===== config.mk =====
export PLATFORM = sky130hd
export DESIGN_NAME = regfile_writeback
export DESIGN_NICKNAME = d
export VERILOG_FILES = /design/src/rtl/regfile_writeback.sv
export SDC_FILE = /design/constraint.sdc
export NUM_CORES = 1
export LEC_CHECK = 0
export CORE_MARGIN = 5
export CORE_UTILIZATION = 54
export DETAILED_ROUTE_END_ITERATION = 6
export PLACE_DENSITY = 0.86
export SYNTH_ARGS = -nofsm -noshare
export SYNTH_HDL_FRONTEND = slang
export SYNTH_SLANG_ARGS = --single-unit

===== constraint.sdc =====
create_clock -name clk -period 5.5 [get_ports clk]
set_input_delay 1.1 -clock clk [delete_from_list [all_inputs] [get_ports clk]]
set_output_delay 1.1 -clock clk [all_outputs]
set_load 0.02 [all_outputs]

===== src/rtl/regfile_writeback.sv =====
// Register file write-port owner: merges un-stallable ALU results with a small
// FIFO of long-latency results and tracks outstanding long-latency writes.

module regfile_writeback_sb_cell (
  input  logic clk,
  input  logic rst,
  input  logic set,
  input  logic clr,
  output logic busy,
  output logic waw
);
  // An issue to a register that is still outstanding and not retiring now.
  assign waw = set && busy && !clr;

  always_ff @(posedge clk or posedge rst) begin
    if (rst)      busy <= 1'b0;
    else if (set) busy <= 1'b1;
    else if (clr) busy <= 1'b0;
  end
endmodule

module regfile_writeback #(
  parameter int XLEN     = 32,
  parameter int NREG     = 32,
  parameter int LU_DEPTH = 2,
  localparam int IW      = $clog2(NREG)
) (
  input  logic            clk,
  input  logic            rst,
  input  logic            alu_valid,
  input  logic [IW-1:0]   alu_rd,
  input  logic [XLEN-1:0] alu_data,
  input  logic            lu_issue,
  input  logic [IW-1:0]   lu_issue_rd,
  input  logic            lu_valid,
  input  logic [IW-1:0]   lu_rd,
  input  logic [XLEN-1:0] lu_data,
  output logic            lu_ready,
  output logic            rf_we,
  output logic [IW-1:0]   rf_rd,
  output logic [XLEN-1:0] rf_wdata,
  input  logic [IW-1:0]   q_rs1,
  input  logic [IW-1:0]   q_rs2,
  output logic            q_busy1,
  output logic            q_busy2,
  output logic [NREG-1:0] pending,
  output logic            waw_err
);
  localparam int PW = $clog2(LU_DEPTH);
  localparam int CW = PW + 1;

  typedef struct packed {
    logic [IW-1:0]   rd;
    logic [XLEN-1:0] data;
  } lu_entry_t;

  lu_entry_t       fifo_mem [LU_DEPTH];
  logic [PW-1:0]   wr_ptr, rd_ptr;
  logic [CW-1:0]   count;
  logic            fifo_empty, fifo_full;
  logic            push, pop, alu_win;
  logic            rf_src_lu;
  lu_entry_t       head;
  logic [NREG-1:0] waw_vec;

  assign fifo_empty = (count == '0);
  assign fifo_full  = (count == CW'(LU_DEPTH));
  assign lu_ready   = !fifo_full;
  assign head       = fifo_mem[rd_ptr];

  // x0 results are accepted on the handshake but never stored.
  assign push    = lu_valid && lu_ready && (lu_rd != '0);
  assign alu_win = alu_valid && (alu_rd != '0);
  assign pop     = !alu_win && !fifo_empty;

  // FIFO storage carries no reset; occupancy is governed by count.
  always_ff @(posedge clk) begin
    if (push) fifo_mem[wr_ptr] <= '{rd: lu_rd, data: lu_data};
  end

  always_ff @(posedge clk or posedge rst) begin
    if (rst) begin
      wr_ptr <= '0;
      rd_ptr <= '0;
      count  <= '0;
    end else begin
      if (push) wr_ptr <= wr_ptr + 1'b1;
      if (pop)  rd_ptr <= rd_ptr + 1'b1;
      case ({push, pop})
        2'b10:   count <= count + 1'b1;
        2'b01:   count <= count - 1'b1;
        default: count <= count;
      endcase
    end
  end

  // Write port register; rd/wdata hold their last value on idle cycles.
  always_ff @(posedge clk or posedge rst) begin
    if (rst) begin
      rf_we     <= 1'b0;
      rf_rd     <= '0;
      rf_wdata  <= '0;
      rf_src_lu <= 1'b0;
    end else if (alu_win) begin
      rf_we     <= 1'b1;
      rf_rd     <= alu_rd;
      rf_wdata  <= alu_data;
      rf_src_lu <= 1'b0;
    end else if (pop) begin
      rf_we     <= 1'b1;
      rf_rd     <= head.rd;
      rf_wdata  <= head.data;
      rf_src_lu <= 1'b1;
    end else begin
      rf_we     <= 1'b0;
      rf_src_lu <= 1'b0;
    end
  end

  // Pending bits retire when the committed write on rf_* came from the FIFO.
  for (genvar r = 0; r < NREG; r++) begin : g_sb
    if (r == 0) begin : g_zero
      assign pending[r] = 1'b0;
      assign waw_vec[r] = 1'b0;
    end else begin : g_reg
      logic set, clr;
      assign set = lu_issue && (lu_issue_rd == IW'(r));
      assign clr = rf_we && rf_src_lu && (rf_rd == IW'(r));
      regfile_writeback_sb_cell u_cell (
        .clk  (clk),
        .rst  (rst),
        .set  (set),
        .clr  (clr),
        .busy (pending[r]),
        .waw  (waw_vec[r])
      );
    end
  end

  always_ff @(posedge clk or posedge rst) begin
    if (rst)          waw_err <= 1'b0;
    else if (|waw_vec) waw_err <= 1'b1;
  end

  assign q_busy1 = pending[q_rs1];
  assign q_busy2 = pending[q_rs2];
endmodule


== Word level (Yosys, flattened, before mapping) ==
Memory sizes are Yosys's and may differ from the RTL's.
Index checks and enable logic that the tools add are counted.
Word-level totals
  register bits: 75
  RAM bits: 74
  output and inout port bits: 74
  logic and storage cells: 387
  memories kept: 1
Operators by class
  add/subtract/negate cells: 4
  magnitude comparators: 2
  eq/ne operators: 65
  muxes and demuxes: 76
  reduce and logical (&&, ||, !) cells: 200
Memory list
  fifo_mem: words 2, width 37, rd ports 1, clocked after Yosys merged registers in 0, wr ports 1, RTL line 57  | lu_entry_t fifo_mem [LU_DEPTH];
Operator list (number)
  == test 5 bit (second input constant): 32
  logical AND 1 bit: 129
  == test 5 x 4 -> 1 bit (second input constant): 16
  2-to-1 mux 1 bit: 69
  nonzero test 2 bit: 33
  2-to-1 mux 32 bit: 2
  == test 5 x 3 -> 1 bit (second input constant): 8
  logical NOT 1 bit: 34
  OR reduction 31 bit: 1
  == test 5 x 2 -> 1 bit (second input constant): 4
  less-than comparator 5 x 6 -> 1 bit (second input constant): 2
  binary-select mux 1 bit (select 5 bit): 2
  == test 5 x 1 -> 1 bit (second input constant): 2
  2-to-1 mux 5 bit: 2
  nonzero test 5 bit: 2
  == test 2 bit (second input constant): 2
  case mux 2 bit (2 select lines): 1
  adder 1 bit (second input constant): 2
  adder 2 x 1 -> 2 bit (second input constant): 1
  == test 2 x 1 -> 1 bit (second input constant): 1
  logical NOT 2 bit: 1
  subtractor 2 x 1 -> 2 bit (second input constant): 1

== Depth between registers and ports, before layout ==
  depth in word-level cells: 6
  mapped depth: 8
  gate-level depth less buffers: 7

== Hierarchy ==
A second synthesis with hierarchy kept.
Unflattened totals
  cells, all modules: 686
  area, all modules: 7295.7 µm²
By module, submodules not included
  regfile_writeback: times used 1, cells an instance 531, area each 5860.6 µm², seq. area each 3323.2 µm²
  regfile_writeback_sb_cell: times used 31, cells an instance 5, area each 46.3 µm², seq. area each 25.0 µm²

== Least setup slack after synthesis ==
Ideal clock, no wire load.
  kind: input to output
  start point: input q_rs1[0]
  end point: output q_busy1
  arrival time: 2835 ps
  setup slack: 1565 ps
  cell stages on the path: 4
  path through: clkbuf_1 > mux4_2 > mux4_2 > mux2_2
On the way
  word-level cells in the longest chain between the ends: 2
Ends and longest elaborated chain
  from (decl): RTL line 42  | input logic [IW-1:0] q_rs1,
  binary-select mux 1 bit (select 5 bit): RTL line 145  | assign q_busy1 = pending[q_rs1];
  2-to-1 mux 1 bit (not written as such): RTL line 145
  to (decl): RTL line 44  | output logic q_busy1,
Every way passes these cells. The select of a mux whose other input is x is not followed.

== Worst setup path after layout ==
Ends and elaborated chain as after synthesis.

==> flow_summary.ini <==
[logic_synthesis]
ys_ff_latch = 149
synth.lib_cells_used.distinct = 57
synth.yosys.warnings = 0
syn-mean-instance-area_sq_um = 11.6
synth-async-reset-ratio = 0.503
netlist_instances = 614
synth_top_area_share = 0.312
synth_most_common_cell = sky130_fd_sc_hd__o21ai_0
synth_sequential_area_ratio = 0.575
ys_dominant_reg_cell = sky130_fd_sc_hd__dfrtp_1
synthesis.nets = 709
post_synth_main_area_contributors = sky130_fd_sc_hd__edfxtp_1, sky130_fd_sc_hd__dfrtp_1, sky130_fd_sc_hd__o21ai_0
post_synth_instance_area_sq_um = 7120
synth_edf_count = 74
largest_area_contributor_in_the_netlist = sky130_fd_sc_hd__edfxtp_1
yosys-top-cells-count = sky130_fd_sc_hd__o21ai_0, sky130_fd_sc_hd__dfrtp_1, sky130_fd_sc_hd__edfxtp_1

[route]
finalWirelength_mm = 20.4
routedWlPerCell_um = 22.2
drt-pass1-iter-count = 5
post_drt_via_cell_ratio = 6.05
total_via_count_after_detailed_routing = 5556
drc_violation_count_after_routing = 0
antenna_violating_nets_post_route = 0
first_drt_iteration_drcs = 474

[pwr]
netSwitchingPower_mw = 1.84
power_density_nw_per_um2 = 531
p_comb_frac = 0.359
power.leakage_nw = 3.44
internal_power_of_the_cells_mw = 3.08
clock_network_fraction_of_design_power = 0.246
sw_frac_of_total = 0.374
report.power.total_mw = 4.92
irDropWorstVdd_v = 0.000288
power_frac_seq = 0.395

[place]
dpl.hpwl_mm = 14.5
buffer_ports.inserted = 166
place.gp.congestion = 0.987
place.detailed.instances = 887
pre_cts_slack_ns = 0.639

[clock_network]
clock_latency_ns = 0.42
ctsLongestPathBuffers = 2
cts.reportedPaths.clkPinSlew_ns = 0.06
cts-resized-gates = 0
cts_setup_buffers = 0
cts_root_buffer = sky130_fd_sc_hd__clkbuf_16
tritoncts = built
hold_buffers = 0
numCtsBuffers = 17
tritoncts_num_sinks = 149
h-tree-depth = 4

[timing]
rsz0062_at_grt = no
final.setup_skew_ns = 0.00660
timing.final.setup_violations = 0
relSlewSlack = 0.225
maxClockFrequency_mhz = 206
worst_slack_ns = 0.652
maxSlewViolCount = 0
worst_pin_slew_ns = 1.16
setup_total_negative_slack_ns = 0
fin_crit_sh = 0.881
final.min_clock_period_ns = 4.85
hold_viol = 0

[global_route]
grt_max_degree = 72
grt_antenna_before_repair = 0
grtUsageTotal = 0.265
globalRoute.totalOverflow = 0
vias_in_the_first_global_route = 5831
grt_first_pass_wirelength_mm = 32.2

[floorplan]
floorplan.core_area_sq_um = 13100
row_count = 42
floorplan.initialDensity = 0.544
die-area_sq_um = 15600
chipWidth_um = 125
num_io_pins = 168
fp.dieH_um = 125

[critical_path]
worst-endpoint-required_ns = 4.40
critical_path_arrival_ns = 3.75
r2r-start = rf_rd[3]
critPathMaxFanout = 9
crit_end_element = primary output
timing.setup.critical_path_class = in -> out
crit_path_start = q_rs1[0]
start_kind = primary input

[job]
maxcap_viol_count = 0

[run_status]
run_status = complete, no violations

[hold_path]
worstHoldPathType = reg -> reg
hold_path.startpoint = count[1]

[layout]
utilization = 0.708
stdcell_count = 919
drive_gt1_frac = 0.0956
n_antenna_cell = 0
finish.net_count = 825
syn_to_final_growth_pct = 30.0
## layout make-up
| cell class | instances | area (sq um) |
|---|---|---|
| repair buffers | 169 | 1680 |
| well taps | 176 | 220 |
| fillers | 863 | 3820 |
| inverters | 4 | 16.3 |
| clock inverters | 15 | 194 |
| multi-input cells | 389 | 2620 |
| clock buffers | 17 | 425 |
| flip-flops and latches | 149 | 4100 |
## logic make-up after synthesis
family          Yosys count  synth area share
compound gates          164             0.136
flops                   149             0.575
simple gates            158             0.103
other cells               1          0.000526
mux                      60             0.117
xor+xnor                  5           0.00615
fa+ha+maj                 1           0.00176
buf+inv                  76            0.0599
## per-stage QoR
| stage | area [sq um] | hold slack [ns] |
|---|---|---|
| 2_1_floorplan | 7120 | 0.464 |
| 3_3_place_gp | 8640 | 0.532 |
| 3_5_place_dp | 8640 | 0.542 |
| 4_1_cts | 9260 | 0.552 |
| 5_1_grt | 9260 | 0.589 |
| 6_report | 9260 | 0.553 |
## routing by layer
metal  track usage  part of all wire
met5             0                 0
met4         0.139             0.049
met3        0.0725             0.082
met2         0.445              0.50
met1         0.310              0.37
## power by group through the flow
| stage | clock (mW) | combinational, mW | sequential (mW) |
|---|---|---|---|
| detailed placement | 0 | 1.75 | 1.95 |
| global route | 1.27 | 1.90 | 1.98 |
| CTS | 1.22 | 1.77 | 1.93 |
| floorplan | 0 | 1.17 | 1.83 |
| global placement | 0 | 1.71 | 1.93 |
| finish | 1.21 | 1.76 | 1.94 |
## cell usage in the layout (no fill, tap or decap), types with 4 or more instances in the layout
cell	instances
sky130_fd_sc_hd__dfrtp_1	74
sky130_fd_sc_hd__clkdlybuf4s50_1	166
sky130_fd_sc_hd__nand2b_1	6
sky130_fd_sc_hd__mux4_2	18
sky130_fd_sc_hd__o31ai_1	10
sky130_fd_sc_hd__inv_6	4
sky130_fd_sc_hd__mux2i_1	38
sky130_fd_sc_hd__edfxtp_1	74
sky130_fd_sc_hd__nor2b_1	5
sky130_fd_sc_hd__o211ai_1	5
sky130_fd_sc_hd__o21ai_0	83
sky130_fd_sc_hd__or3_1	4
sky130_fd_sc_hd__clkbuf_16	17
sky130_fd_sc_hd__nand2_1	61
sky130_fd_sc_hd__nand3_1	8
sky130_fd_sc_hd__a21oi_1	38
sky130_fd_sc_hd__or2_2	4
sky130_fd_sc_hd__nor2_1	46
sky130_fd_sc_hd__mux2_2	4
## worst paths after layout
kind,endpoint,slack [ns],cells past startpoint
worst min-delay path,count[1],0.55,1
worst max register to register,waw_err,2.64,6
max in group asynchronous,rd_ptr,3.44,3
worst min register to register,count[1],0.55,1
worst max-delay path,q_busy1,0.65,5
min in group asynchronous,rf_wdata[21],1.04,2
## worst max-delay path, stage by stage
cell and delay, ns:
sky130_fd_sc_hd__clkdlybuf4s50_1 0.78, sky130_fd_sc_hd__mux4_2 0.57, sky130_fd_sc_hd__mux4_2 0.48, sky130_fd_sc_hd__mux2_2 0.27, sky130_fd_sc_hd__clkdlybuf4s50_1 0.54
## registers in the layout, indices dropped and copies added (netlist names)
signal	count
rf_rd	5
g_sb.g_reg.u_cell.busy	31
rf_wdata	32
wr_ptr	1
count	2
rf_we	1
rd_ptr	1
rf_src_lu	1
waw_err	1
fifo_mem	74
(Power assumes the default switching activity.)
